### src/rtl/proc_core_param_if.sv
// Memory-side bundle for proc_core_param: instruction and data req/ready ports.
// The core is the master; shared memories or arbiters sit on the slave side.
interface proc_core_param_if #(
   parameter int DW = 16,
   parameter int AW = 16
);
   logic          im_req;
   logic [AW-1:0] im_addr;
   logic [15:0]   im_rdata;
   logic          im_ready;
   logic          dm_req;
   logic          dm_we;
   logic [AW-1:0] dm_addr;
   logic [DW-1:0] dm_wdata;
   logic [DW-1:0] dm_rdata;
   logic          dm_ready;

   modport master (
      output im_req, im_addr, dm_req, dm_we, dm_addr, dm_wdata,
      input  im_rdata, im_ready, dm_rdata, dm_ready
   );

   modport slave (
      input  im_req, im_addr, dm_req, dm_we, dm_addr, dm_wdata,
      output im_rdata, im_ready, dm_rdata, dm_ready
   );
endinterface

### src/rtl/proc_core_param.sv
// Parametrised multi-cycle core running the fixed 16-bit ISA.
// Fetch and data accesses use req/ready handshakes and may stall indefinitely.
module proc_core_param #(
   parameter int DW   = 16,
   parameter int AW   = 16,
   parameter int NREG = 4,
   parameter int CID  = 0
) (
   input  logic          clk,
   input  logic          rst,
   input  logic [1:0]    i_status,
   proc_core_param_if.master bus,
   output logic [AW-1:0] o_pc_out,
   output logic          o_end_process
);

   localparam logic [2:0] S_IDLE   = 3'd0;
   localparam logic [2:0] S_FETCH  = 3'd1;
   localparam logic [2:0] S_DECODE = 3'd2;
   localparam logic [2:0] S_EXEC   = 3'd3;
   localparam logic [2:0] S_MEM    = 3'd4;
   localparam logic [2:0] S_HALT   = 3'd5;

   logic [2:0]    r_state;
   logic [AW-1:0] r_pc;
   logic          r_z;
   logic [15:0]   r_ir;
   logic [DW-1:0] r_regs [NREG];
   logic          r_dm_we;
   logic [AW-1:0] r_dm_addr;
   logic [DW-1:0] r_dm_wdata;

   logic [3:0]    w_op;
   logic [3:0]    w_rd;
   logic [3:0]    w_rs;
   logic [7:0]    w_imm;
   logic [DW-1:0] w_rd_val;
   logic [DW-1:0] w_rs_val;
   logic [DW-1:0] w_res;
   logic          w_wr;
   logic          w_zup;
   logic          w_jmp;
   logic          w_load_done;
   logic          w_reg_we;
   logic [DW-1:0] w_reg_wd;
   logic [2:0]    w_next;

   assign w_op  = r_ir[15:12];
   assign w_rd  = r_ir[11:8];
   assign w_rs  = r_ir[7:4];
   assign w_imm = r_ir[7:0];

   // Indices beyond NREG read as zero.
   always_comb begin
      w_rd_val = '0;
      w_rs_val = '0;
      for (int i = 0; i < NREG; i++) begin
         if (w_rd == 4'(i)) w_rd_val = r_regs[i];
         if (w_rs == 4'(i)) w_rs_val = r_regs[i];
      end
   end

   always_comb begin
      w_res = '0;
      w_wr  = 1'b0;
      w_zup = 1'b0;
      w_jmp = 1'b0;
      case (w_op)
         4'h1: begin w_res = DW'(w_imm); w_wr = 1'b1; end
         4'h2: begin w_res = w_rs_val; w_wr = 1'b1; end
         4'h3: begin
            w_res = w_rd_val + w_rs_val;
            w_wr  = 1'b1;
            w_zup = 1'b1;
         end
         4'h4: begin
            w_res = w_rd_val - w_rs_val;
            w_wr  = 1'b1;
            w_zup = 1'b1;
         end
         4'h5: begin
            w_res = w_rd_val * w_rs_val;
            w_wr  = 1'b1;
            w_zup = 1'b1;
         end
         4'h6: begin
            w_res = w_rd_val + DW'(1);
            w_wr  = 1'b1;
            w_zup = 1'b1;
         end
         4'h7: begin w_wr = 1'b1; w_zup = 1'b1; end
         4'hA: w_jmp = 1'b1;
         4'hB: w_jmp = r_z;
         4'hC: begin w_res = DW'(CID); w_wr = 1'b1; end
         default: ;
      endcase
   end

   assign w_load_done = (r_state == S_MEM) && bus.dm_ready && !r_dm_we;
   assign w_reg_we    = ((r_state == S_EXEC) && w_wr) || w_load_done;
   assign w_reg_wd    = w_load_done ? bus.dm_rdata : w_res;
   // status is only honoured on instruction boundaries.
   assign w_next      = (i_status == 2'b01) ? S_FETCH : S_IDLE;

   always_ff @(posedge clk or posedge rst) begin
      if (rst) begin
         for (int i = 0; i < NREG; i++) r_regs[i] <= '0;
      end else begin
         for (int i = 0; i < NREG; i++)
            if (w_reg_we && w_rd == 4'(i)) r_regs[i] <= w_reg_wd;
      end
   end

   always_ff @(posedge clk or posedge rst) begin
      if (rst) begin
         r_state    <= S_IDLE;
         r_pc       <= '0;
         r_z        <= 1'b0;
         r_ir       <= '0;
         r_dm_we    <= 1'b0;
         r_dm_addr  <= '0;
         r_dm_wdata <= '0;
      end else begin
         case (r_state)
            S_IDLE: begin
               if (i_status == 2'b11) begin
                  r_pc <= '0;
                  r_z  <= 1'b0;
               end else if (i_status == 2'b01) begin
                  r_state <= S_FETCH;
               end
            end
            S_FETCH: begin
               if (bus.im_ready) begin
                  r_ir    <= bus.im_rdata;
                  r_state <= S_DECODE;
               end
            end
            S_DECODE: begin
               r_pc <= r_pc + AW'(1);
               if (w_op == 4'h8) begin
                  r_dm_we   <= 1'b0;
                  r_dm_addr <= AW'(w_rs_val);
                  r_state   <= S_MEM;
               end else if (w_op == 4'h9) begin
                  r_dm_we    <= 1'b1;
                  r_dm_addr  <= AW'(w_rd_val);
                  r_dm_wdata <= w_rs_val;
                  r_state    <= S_MEM;
               end else if (w_op == 4'hF) begin
                  r_state <= S_HALT;
               end else begin
                  r_state <= S_EXEC;
               end
            end
            S_EXEC: begin
               if (w_zup) r_z <= (w_res == '0);
               if (w_jmp) r_pc <= AW'(w_imm);
               r_state <= w_next;
            end
            S_MEM: begin
               if (bus.dm_ready) r_state <= w_next;
            end
            S_HALT: begin
               if (i_status == 2'b11) begin
                  r_pc    <= '0;
                  r_z     <= 1'b0;
                  r_state <= S_IDLE;
               end
            end
            default: r_state <= S_IDLE;
         endcase
      end
   end

   assign bus.im_req     = (r_state == S_FETCH);
   assign bus.im_addr    = r_pc;
   assign bus.dm_req     = (r_state == S_MEM);
   assign bus.dm_we      = r_dm_we;
   assign bus.dm_addr    = r_dm_addr;
   assign bus.dm_wdata   = r_dm_wdata;
   assign o_pc_out       = r_pc;
   assign o_end_process  = (r_state == S_HALT);

endmodule
### src/flat_wrapper.sv
// flat-port wrapper written by rule: the top's interface ports become plain ports
module proc_core_param_flat 
#(
   parameter int DW   = 16,
   parameter int AW   = 16,
   parameter int NREG = 4,
   parameter int CID  = 0
)
  (clk, rst, i_status, o_pc_out, o_end_process, bus_im_req, bus_im_addr, bus_dm_req, bus_dm_we, bus_dm_addr, bus_dm_wdata, bus_im_rdata, bus_im_ready, bus_dm_rdata, bus_dm_ready);
  proc_core_param_if #(.DW(DW), .AW(AW)) bus_i ();
  input  logic clk;
  input  logic rst;
  input  logic [1:0] i_status;
  output logic [AW-1:0] o_pc_out;
  output logic o_end_process;
  output wire logic [$bits(bus_i.im_req)-1:0] bus_im_req;
  output wire logic [$bits(bus_i.im_addr)-1:0] bus_im_addr;
  output wire logic [$bits(bus_i.dm_req)-1:0] bus_dm_req;
  output wire logic [$bits(bus_i.dm_we)-1:0] bus_dm_we;
  output wire logic [$bits(bus_i.dm_addr)-1:0] bus_dm_addr;
  output wire logic [$bits(bus_i.dm_wdata)-1:0] bus_dm_wdata;
  input wire logic [$bits(bus_i.im_rdata)-1:0] bus_im_rdata;
  input wire logic [$bits(bus_i.im_ready)-1:0] bus_im_ready;
  input wire logic [$bits(bus_i.dm_rdata)-1:0] bus_dm_rdata;
  input wire logic [$bits(bus_i.dm_ready)-1:0] bus_dm_ready;
  assign bus_im_req = bus_i.im_req;
  assign bus_im_addr = bus_i.im_addr;
  assign bus_dm_req = bus_i.dm_req;
  assign bus_dm_we = bus_i.dm_we;
  assign bus_dm_addr = bus_i.dm_addr;
  assign bus_dm_wdata = bus_i.dm_wdata;
  assign bus_i.im_rdata = bus_im_rdata;
  assign bus_i.im_ready = bus_im_ready;
  assign bus_i.dm_rdata = bus_dm_rdata;
  assign bus_i.dm_ready = bus_dm_ready;
  proc_core_param #(.DW(DW), .AW(AW), .NREG(NREG), .CID(CID)) u_core (.clk(clk), .rst(rst), .i_status(i_status), .bus(bus_i), .o_pc_out(o_pc_out), .o_end_process(o_end_process));
endmodule
### config.mk
export PLATFORM = sky130hd
export DESIGN_NAME = proc_core_param_flat
export DESIGN_NICKNAME = d
export VERILOG_FILES = /design/src/rtl/proc_core_param_if.sv /design/src/rtl/proc_core_param.sv /design/src/flat_wrapper.sv
export SDC_FILE = /design/constraint.sdc
export NUM_CORES = 1
export LEC_CHECK = 0
export ABC_AREA = 1
export CORE_UTILIZATION = 34
export CTS_BUF_LIST = sky130_fd_sc_hd__clkbuf_16
export DETAILED_ROUTE_END_ITERATION = 12
export PLACE_DENSITY = 0.48
export SETUP_SLACK_MARGIN = 0.5
export SYNTH_ARGS = -nofsm -noshare
export SYNTH_HDL_FRONTEND = slang
export SYNTH_SLANG_ARGS = --single-unit
### constraint.sdc
create_clock -name clk -period 16.9 [get_ports clk]
set_input_delay 5.07 -clock clk [delete_from_list [all_inputs] [get_ports clk]]
set_output_delay 5.07 -clock clk [all_outputs]
set_load 0.05 [all_outputs]
Word level (Yosys, flattened, before mapping)
Cells that the tools add are included.
Widths: inputs -> output; s select.
{ "classes": {"muxes": 33, "eq_ne": 34, "add_sub_neg": 4, "magnitude_cmp": 0, "n_reduce_logical": 25, "bitwise": 1, "mul": 1, "n_div": 0, "shifts": 0} }
{ "ops": {"columns": ["operator", "count"], "rows": [
  ["$mux 16", 13],
  ["$pmux 16 s6", 1],
  ["$pmux 16 s3", 1],
  ["$add 16x1->16 const B", 2],
  ["$eq 4x2->1 const B", 6],
  ["$eq 4x4->1 const B", 6],
  ["$mux 3", 8],
  ["$pmux 3 s6", 1],
  ["$add 16x16->16", 1],
  ["$eq 4x3->1 const B", 4],
  ["$logic_not 16->1", 1],
  ["$mul 16x16->16", 1],
  ["$sub 16x16->16", 1],
  ["$ne 2x1->1 const B", 7],
  ["$eq 4x1->1 const B", 3],
  ["$reduce_and 3->1", 3],
  ["$logic_not 4->1", 2],
  ["$reduce_or 8->1", 1],
  ["$logic_and 1x1->1", 7],
  ["$mux 1", 7],
  ["$eq 3x2->1 const B", 2],
  ["$eq 3x3->1 const B", 2],
  ["$reduce_and 5->1", 1],
  ["$reduce_or 5->1", 1],
  ["13 further kinds", 16]
]} }
{ "totals": {"latch_bits": 0, "in_bits": 38, "out_inout_bits": 68, "n_memories": 0, "wordCells": 109, "mem_bits_ro": 0, "reg_bits": 133, "mem_bits_rw": 0} }

Logic depth before layout (Yosys ltp)
Gate-level depths: netlist of the first run.
{ "logic_depth": {"depth_word": 10, "ltp_mapped": 36, "ltp_nobuf": 34} }

Worst setup path after synthesis of the first run
No wires, ideal clock.
{ "synth_path": {"kind": "input to register", "start": "input port i_status[1]", "end": "register u_core.r_pc[14] (netlist: u_core.bus.im_addr[14])", "path_buffers": 0, "setup_time_ns": 0.124, "path_slack_ns": 10.447, "required_ns": 16.776, "path_stages": 13, "arrival_time_ns": 6.328, "path_cell_list": "nand2_1 -> nand2_1 -> nand2_1 -> nor2_2 -> inv_1 -> nor3_2 -> nand3_1 -> nor2_1 -> nand2_1 -> inv_1 -> nand2_1 -> o21ai_0 -> a21oi_1"} }
{ "synth_between": {"elab_chain_len": 3} }
{ "synth_lines": {"columns": ["item", "line", "rtl"], "rows": [
  ["start, declared", "flat_wrapper.sv:13", "input logic [1:0] i_status;"],
  ["$eq 2x2->1", "proc_core_param.sv:126, proc_core_param.sv:165", null],
  ["$ne 2x1->1 (no line)", null, null],
  ["$reduce_and 3->1 (no line)", null, null],
  ["end signal, assigned", "proc_core_param.sv:140", "r_pc <= r_pc + AW'(1);"],
  ["end signal, assigned", "proc_core_param.sv:158", "if (w_jmp) r_pc <= AW'(w_imm);"],
  ["end, declared", "proc_core_param.sv:25", "logic [AW-1:0] r_pc;"]
]} }
Every way passes these cells.
A chain may end at the register's enable or synchronous reset.

Final worst setup path of the first run
{ "layout_path": {"start": "register u_core.r_ir[11]", "end": "register u_core.r_regs[13] in the netlist's numbering"} }
{ "layout_between": {"elab_chain_len": 8, "elab_cells_between_ends": 15, "cone_classes": "add/sub: 3; mul: 1; eq/ne: 3; mux: 6; reduce/logical: 2"} }
{ "layout_lines": {"columns": ["item", "line", "rtl"], "rows": [
  ["start, declared", "proc_core_param.sv:27", "logic [15:0] r_ir;"],
  ["start signal, assigned", "proc_core_param.sv:135", "r_ir <= bus.im_rdata;"],
  ["$logic_not 4->1", "proc_core_param.sv:58", "if (w_rd == 4'(i)) w_rd_val = r_regs[i];"],
  ["$mux 16 (4 in a row)", "proc_core_param.sv:58", null],
  ["$mul 16x16->16 (tied with other cells)", "proc_core_param.sv:82", "w_res = w_rd_val * w_rs_val;"],
  ["$pmux 16 s6", "proc_core_param.sv:68", "case (w_op)"],
  ["$mux 16", "proc_core_param.sv:101", "assign w_reg_wd = w_load_done ? bus.dm_rdata : w_res;"],
  ["end signal, assigned by index", "proc_core_param.sv:110", "if (w_reg_we && w_rd == 4'(i)) r_regs[i] <= w_reg_wd;"],
  ["end, declared", "proc_core_param.sv:28", "logic [DW-1:0] r_regs [NREG];"]
]} }
Several ways; a longest one is shown, not always the timed one.

==> results of run 1 <==
worst paths after layout:
| kind | end | depth (start not counted) |
|---|---|---|
| hold reg to reg | u_core.bus.dm_wdata[5]$_DFFE_PP0P_ | 2 |
| hold / removal | u_core.bus.dm_wdata[5]$_DFFE_PP0P_ | 2 |
| setup / recovery | u_core.r_regs[13]$_DFFE_PP0P_ | 30 |
| max in group asynchronous | u_core.bus.dm_wdata[13]$_DFFE_PP0P_ | 3 |
| setup reg to reg | u_core.r_regs[13]$_DFFE_PP0P_ | 30 |
| min in group asynchronous | u_core.r_ir[9]$_DFFE_PP0P_ | 2 |
area by class of cell:
class / count / area, µm² / share of cell area
inverters: 297 / 1120 / 0.0757
repair buffers: 117 / 1140 / 0.0772
clock inverters: 15 / 138 / 0.00931
well taps: 511 / 639 / 0.0432
multi-input cells: 1289 / 8000 / 0.541
clock buffers: 17 / 425 / 0.0288
flip-flops and latches: 133 / 3330 / 0.225
layer usage:
layer | vias to the layer above | share of wire | global-route usage | wire (µm)
met5 | - | 0 | 0 | 0
met4 | 0 | 0.023 | 0.0689 | 1100
met3 | 61 | 0.050 | 0.0308 | 2350
met2 | 376 | 0.46 | 0.410 | 21700
met1 | 6003 | 0.46 | 0.342 | 21700
li1 | 5886 | - | - | -
cell families after synthesis:
logic type / synth area share
compound gates: 0.112
xor+xnor: 0.00475
fa+ha+maj: 0.190
buf+inv: 0.124
flops: 0.258
mux: 0.00640
simple gates: 0.306
tightest hold or removal path: stages, from the launching register on:
cell     delay, ps
dfrtp_1        340
nand2_1         50
o21ai_0         60
power by group through the flow:
stage                     clock, µW  sequential, µW  combinational [µW]
after global placement            0             484                1310
after floorplan                   0             557                 808
after CTS                       373             480                1320
after detailed placement          0             485                1320
after global routing            386             492                1440
final                           366             480                1330
cell usage in the layout (no fill, tap or decap), types with 6 or more instances in the layout:
cell type | netlist | layout
inv_2 | 30 | 30
nor3_2 | 6 | 6
buf_4 | 23 | 12
nand2_2 | 10 | 10
inv_1 | 264 | 263
fa_1 | 81 | 81
clkinv_1 | 3 | 7
nor2_1 | 172 | 171
o221ai_1 | 18 | 18
nand3_1 | 197 | 197
mux2i_1 | 6 | 6
nor3_1 | 22 | 22
nand4_1 | 11 | 11
nand2_1 | 396 | 396
nor2_4 | 7 | 9
o22ai_1 | 7 | 7
clkbuf_16 | 0 | 17
ha_1 | 66 | 66
nor2_2 | 12 | 11
a21oi_1 | 70 | 70
nand3b_1 | 10 | 10
clkdlybuf4s50_1 | 0 | 105
nand3_2 | 8 | 8
nand4_2 | 6 | 6
o21ai_0 | 123 | 123
dfrtp_1 | 133 | 133
registers in the layout (all words and copies together), names as in the netlist:
name / count
u_core.r_state: 3
u_core.r_regs: 64
u_core.bus.dm_wdata: 16
u_core.r_ir: 16
u_core.r_z: 1
u_core.bus.dm_we: 1
u_core.bus.im_addr: 16
u_core.bus.dm_addr: 16
through the flow:
| stage | setup WS (ps) | hold slack, ps | total power [µW] |
|---|---|---|---|
| after floorplan | 8280 | 453 | 1360 |
| after global placement | 9230 | 467 | 1800 |
| after detailed placement | 9140 | 473 | 1800 |
| after CTS | 9110 | 490 | 2180 |
| after global routing | 8560 | 511 | 2320 |
| final | 9010 | 484 | 2180 |
==> summary.md, run 1 <==
| Metric | Value |
|---|---|
| Clock tree root buffer cell | `clkbuf_16` |
| Sw Ratio | `0.555` |
| Die height | `197 µm` |
| Seq/Total Area, Yosys | `0.258` |
| DR WL/cell | `19.7 µm` |
| Starting Density | `0.344` |
| Final Core Density | `0.395` |
| FF+latch count, synth | `133` |
| Area growth, synth to finish | `14.5%` |
| Synth top area cells | `dfrtp_1, fa_1, nand2_1` |
| Area after DPL | `14200 µm²` |
| Via count | `12300` |
| Internal power | `969 µW` |
| I/O pin cnt | `106` |
| ANT nets after route | `0` |
| Worst setup EP type | `register` |
| Peak VDD IR | `0.0742 mV` |
| Clock Skews | `11.7 ps` |
| Reg-to-Reg Start | `u_core.r_ir[11]$_DFFE_PP0P_` |
| RePlAce Congestion | `0.943` |
| Pre-antenna DRT Iters | `5` |
| H-tree Lvls | `4` |
| WP buf/inv | `5` |
| Num rows | `71` |
| Largest net degree at the start of global routing | `69` |
| Ant diodes | `0` |
| Lkg Pwr | `0.00717 µW` |
| Yosys warning count | `0` |
| DRC errors left | `0` |
| Die area | `38800 µm²` |
| Distinct cells, synth | `53` |
| Cell Area, Synth | `12900 µm²` |
| Final setup viols | `0` |
| Clk buf depth | `2` |
| Cell Count, Final, Fillers Out | `2379` |
| Port Buf Inserts | `105` |
| DR vias/cell | `5.18` |
| Share of cells above drive strength 1 | `0.0728` |
| Hold-fix buffers at CTS | `0` |
| Skew-Pair Late Insertion Delay | `430 ps` |
| Cells after Synth | `1803` |
| Final Cycle Share | `0.467` |
| CP arrival | `8140 ps` |
| Post-synth EDFFs | `0` |
| Final hold viol count | `0` |
| Slew margin rel. | `0.163` |
| Post-synth top area share | `0.258` |
| Post-synthesis average cell area | `7.16 µm²` |
| Clk pwr share | `0.168` |
| Combinational Power Share | `0.612` |
| Postcts setup bufs | `0` |
| Critical path's most frequent cell | `nand2_1` |
| Worst reg-to-reg setup slack | `9010 ps` |
| Fmax | `127 MHz` |
| Vias in the first global route | `12000` |
| Pwr dens | `147 nW/µm²` |
| Max-Cap Viols | `0` |
| Syn Nets | `1988` |
| Overflow after GRT | `0` |
| Critical Path Source | `u_core.r_ir[11]$_DFFE_PP0P_` |
| Count leader, synth | `nand2_1` |
| RSZ-0062 raised after global routing | `false` |
| CP Data Required Time | `17160 ps` |
| Initial antenna violation count | `0` |
| CTS tree | `done` |
| Top post-synthesis cells by count | `nand2_1, inv_1, nand3_1` |
| Total GRT Usage | `0.249` |
| Hpwl dp | `34900 µm` |
| Final Max Tran Viols | `0` |
| Dpl cells | `2347` |
| Outcome | `complete, no violations` |
| Async set-reset flop share out of synthesis | `1.00` |
| Chip width | `197 µm` |
| Flop pwr share | `0.220` |
| Hold crit path type | `register to register` |
| Slew @ Worst Pin | `1250 ps` |
| Clock slew at reported path FFs | `70 ps` |
| Largest delay share family, worst path | `adder cells` |
| Routed WL | `46900 µm` |
| Total net switching power | `1210 µW` |
| Post-synth top area cell | `dfrtp_1` |
| Sum Neg Setup Slack | `0 ps` |
| Crit start category | `register` |
| Max incr delay on CP | `560 ps` |
| Worst-path fanout max | `65` |
| Core Area | `37500 µm²` |
| Layout fillers | `3998` |
| First-pass GRT wire length | `72600 µm` |
| Worst path slowest cell | `fa_1` |
| CTS Sinks | `133` |
| Worst hold start | `u_core.bus.dm_wdata[5]$_DFFE_PP0P_` |
| Final Cell Area | `14800 µm²` |
| Initial DRC Count | `974` |
| Cts bufs inserted | `17` |
| Crit path kind | `register to register` |
| Top_reg_cell synth | `dfrtp_1` |
| NumNets Final | `2040` |
| Minimum clock period | `7890 ps` |
| CTS resizes | `0` |
(Power assumes the default switching activity.)
==> run 2, diff against run 1 <==
--- a/config.mk
+++ b/config.mk
@@ -9,7 +9,7 @@
 export CORE_UTILIZATION = 34
 export CTS_BUF_LIST = sky130_fd_sc_hd__clkbuf_16
 export DETAILED_ROUTE_END_ITERATION = 12
-export PLACE_DENSITY = 0.48
+export PLACE_DENSITY = 0.5
 export SETUP_SLACK_MARGIN = 0.5
 export SYNTH_ARGS = -nofsm -noshare
 export SYNTH_HDL_FRONTEND = slang
==> constraint.sdc (replaced) <==
create_clock -name clk -period 7.2 [get_ports clk]
set_input_delay 2.16 -clock clk [delete_from_list [all_inputs] [get_ports clk]]
set_output_delay 2.16 -clock clk [all_outputs]
set_load 0.05 [all_outputs]
==> run 2 against run 1 <==
Register-to-register slack lost 8300 ps. Flip-flop and latch count did not move. Global-route usage grew 0.81 points. Combinational power rose to 2.8 times the previous value. Utilization increased by 3.0 points. Via count increased by 3.7%. Clock skew is 11 ps higher. Cell count up 3.9%. Clock power up 140%.
==> summary.md, run 2 (synthesized netlist as in run 1, its figures left out) <==
| Metric | Value |
|---|---|
| Outcome | `complete, no violations (unchanged)` |
| Minimum clock period | `6480 ps (was 7890 ps)` |
| Largest net degree at the start of global routing | `94 (was 69)` |
| Hold path cells | `2 (unchanged)` |
| NumNets Final | `2133 (was 2040)` |
| Clk buf depth | `2 (unchanged)` |
| CP Data Required Time | `7550 ps (was 17160 ps)` |
| Starting Density | `0.344 (unchanged)` |
| Share of cells above drive strength 1 | `0.138 (was 0.0728)` |
| Commonest non-fill, non-tap cell in the layout | `nand2_1 (unchanged)` |
| Hpwl dp | `36900 µm (was 34900 µm)` |
| Dpl ws | `23.8 ps (was 9140 ps)` |
| Peak VDD IR | `0.178 mV (was 0.0742 mV)` |
| Reg-to-Reg Start | `u_core.r_ir[4]$_DFFE_PP0P_ (was u_core.r_ir[11]$_DFFE_PP0P_)` |
| Routed WL | `49200 µm (was 46900 µm)` |
| Vias in the first global route | `12200 (was 12000)` |
| DR WL/cell | `19.9 µm (was 19.7 µm)` |
| Worst reg-to-reg setup slack | `720 ps (was 9010 ps)` |
| Pwr dens | `359 nW/µm² (was 147 nW/µm²)` |
| Final Cycle Share | `0.900 (was 0.467)` |
| Max incr delay on CP | `550 ps (was 560 ps)` |
| DR vias/cell | `5.17 (was 5.18)` |
| Skew-Pair Late Insertion Delay | `450 ps (was 430 ps)` |
| Sum Neg Setup Slack | `0 ps (unchanged)` |
| Fmax | `154 MHz (was 127 MHz)` |
| Ant diodes | `0 (unchanged)` |
| Slew @ Worst Pin | `1000 ps (was 1250 ps)` |
| Final setup margin | `722 ps (was 9010 ps)` |
| First-pass GRT wire length | `74300 µm (was 72600 µm)` |
| Via count | `12800 (was 12300)` |
| Worst path slowest cell | `fa_1 (unchanged)` |
| Lkg Pwr | `0.00773 µW (was 0.00717 µW)` |
| Overflow after GRT | `0 (unchanged)` |
| CTS tree | `done (unchanged)` |
| Worst reg2reg path endpoint | `u_core.r_regs[63]$_DFFE_PP0P_ (was u_core.r_regs[13]$_DFFE_PP0P_)` |
| Initial DRC Count | `1195 (was 974)` |
| Layout fillers | `3967 (was 3998)` |
| Worst setup EP type | `register (unchanged)` |
| Crit path kind | `register to register (unchanged)` |
| Initial antenna violation count | `0 (unchanged)` |
| FF-to-FF path depth | `30 (unchanged)` |
| Final Max Tran Viols | `0 (unchanged)` |
| Pre-antenna DRT Iters | `5 (unchanged)` |
| Worst-path fanout max | `6 (was 65)` |
| Hold-fix buffers at CTS | `0 (unchanged)` |
| Slew margin rel. | `0.332 (was 0.163)` |
| Clock tree root buffer cell | `clkbuf_16 (unchanged)` |
| CTS Sinks | `133 (unchanged)` |
| CP arrival | `6830 ps (was 8140 ps)` |
| Total GRT Usage | `0.257 (was 0.249)` |
| RePlAce Congestion | `0.951 (was 0.943)` |
| Max FFs per register | `64 (unchanged)` |
| I/O pin cnt | `106 (unchanged)` |
| Hold crit path type | `register to register (unchanged)` |
| ANT nets after route | `0 (unchanged)` |
| RSZ-0062 raised after global routing | `false (unchanged)` |
| Worst hold start | `u_core.bus.dm_wdata[10]$_DFFE_PP0P_ (was u_core.bus.dm_wdata[5]$_DFFE_PP0P_)` |
| DRC errors left | `0 (unchanged)` |
| Hold Path End | `u_core.bus.dm_wdata[10]$_DFFE_PP0P_ (was u_core.bus.dm_wdata[5]$_DFFE_PP0P_)` |
| Final hold viol count | `0 (unchanged)` |
| Critical path's most frequent cell | `fa_1 (was nand2_1)` |
| Most flops, register | `u_core.r_regs (unchanged)` |
| Num rows | `71 (unchanged)` |
| Final setup viols | `0 (unchanged)` |
| Core Area | `37500 µm² (unchanged)` |
| Chip width | `197 µm (unchanged)` |
| H-tree Lvls | `4 (unchanged)` |
| Area growth, synth to finish | `23.4% (was 14.5%)` |
| Clock Skews | `22.5 ps (was 11.7 ps)` |
| Most frequent cells in the layout | `nand2_1, inv_1, nand3_1 (unchanged)` |
| Die area | `38800 µm² (unchanged)` |
| Cts bufs inserted | `17 (unchanged)` |
| Max-Cap Viols | `0 (unchanged)` |
| Die height | `197 µm (unchanged)` |
| Crit start category | `register (unchanged)` |
| Port Buf Inserts | `105 (unchanged)` |
| Clock slew at reported path FFs | `70 ps (about the same)` |
[run 2: cell count changes in the layout (fill, tap and decap cells not counted), moves of 6 or more]
cell     delta
buf_4      +74
dfrtp_1     -6
nand2_1     -6
buf_12     +11
dfrtp_2     +6
o21ai_0     -7
[run 2: per-layer routing]
metal	share of wire	GRT usage	up-vias
met1	0.45	0.355	6173
met3	0.062	0.0394	76
met4	0.029	0.0856	0
li1	-	-	6076
met2	0.46	0.408	462
met5	0	0	-
[run 2: worst max path at each step]
stage,depth (start not counted),to,slack [ps],startpoint
final,30,u_core.r_regs[63]$_DFFE_PP0P_,720,u_core.r_ir[4]$_DFFE_PP0P_
after global routing,30,u_core.r_regs[63]$_DFFE_PP0P_,490,u_core.r_ir[4]$_DFFE_PP0P_
after CTS,26,u_core.r_regs[14]$_DFFE_PP0P_,520,u_core.r_ir[10]$_DFFE_PP0P_
after detailed placement,28,u_core.r_regs[13]$_DFFE_PP0P_,20,u_core.r_ir[6]$_DFFE_PP0P_
after global placement,28,u_core.r_regs[61]$_DFFE_PP0P_,130,u_core.r_ir[6]$_DFFE_PP0P_
after floorplan,31,u_core.r_regs[45]$_DFFE_PP0P_,1120,u_core.r_ir[5]$_DFFE_PP0P_
[run 2: stage by stage]
step | instance area, µm² | power [µW] | std cells | utilization | hold slack (ps)
floorplan | 12900 | 3200 | 1803 | - | 453
global placement | 14600 | 4380 | 2391 | 0.389 | 469
detailed placement | 14600 | 4380 | 2391 | 0.389 | 473
CTS | 15400 | 5440 | 2442 | 0.411 | 489
global route | 15900 | 6070 | 2472 | 0.425 | 509
finish | 15900 | 5720 | 2472 | 0.425 | 483
[run 2: worst max-delay path: cells and delay by family (launching register included)]
kind	cells	cell delay (ps)
AOI/OAI and AO/OA	2	330
and+or+nand+nor	12	1380
adders and majority gates	7	3310
DFF	1	470
buffers and inverters	9	860
[run 2: area by class of cell]
class,count,area (µm²),area share
clock buffer,17,425,0.0267
multi-input combinational,1292,8230,0.517
tap,511,639,0.0401
sequential,133,3340,0.209
inverter,297,1140,0.0715
clock inverter,15,159,0.00997
timing repair buffer,207,2000,0.126
[run 2: timing repair]
item / 4_1_cts / 5_1_grt
resized for setup: 24 / 52
endpoints found under the setup margin: 32 / 28
pin swaps: 9 / 14
setup buffers: 16 / 28
cloned: 3 / 2
[run 2: power by group]
group | internal [µW] | switching [µW]
registers | 942 | 193
clock network | 513 | 383
logic | 1200 | 2490
total | 2660 | 3070
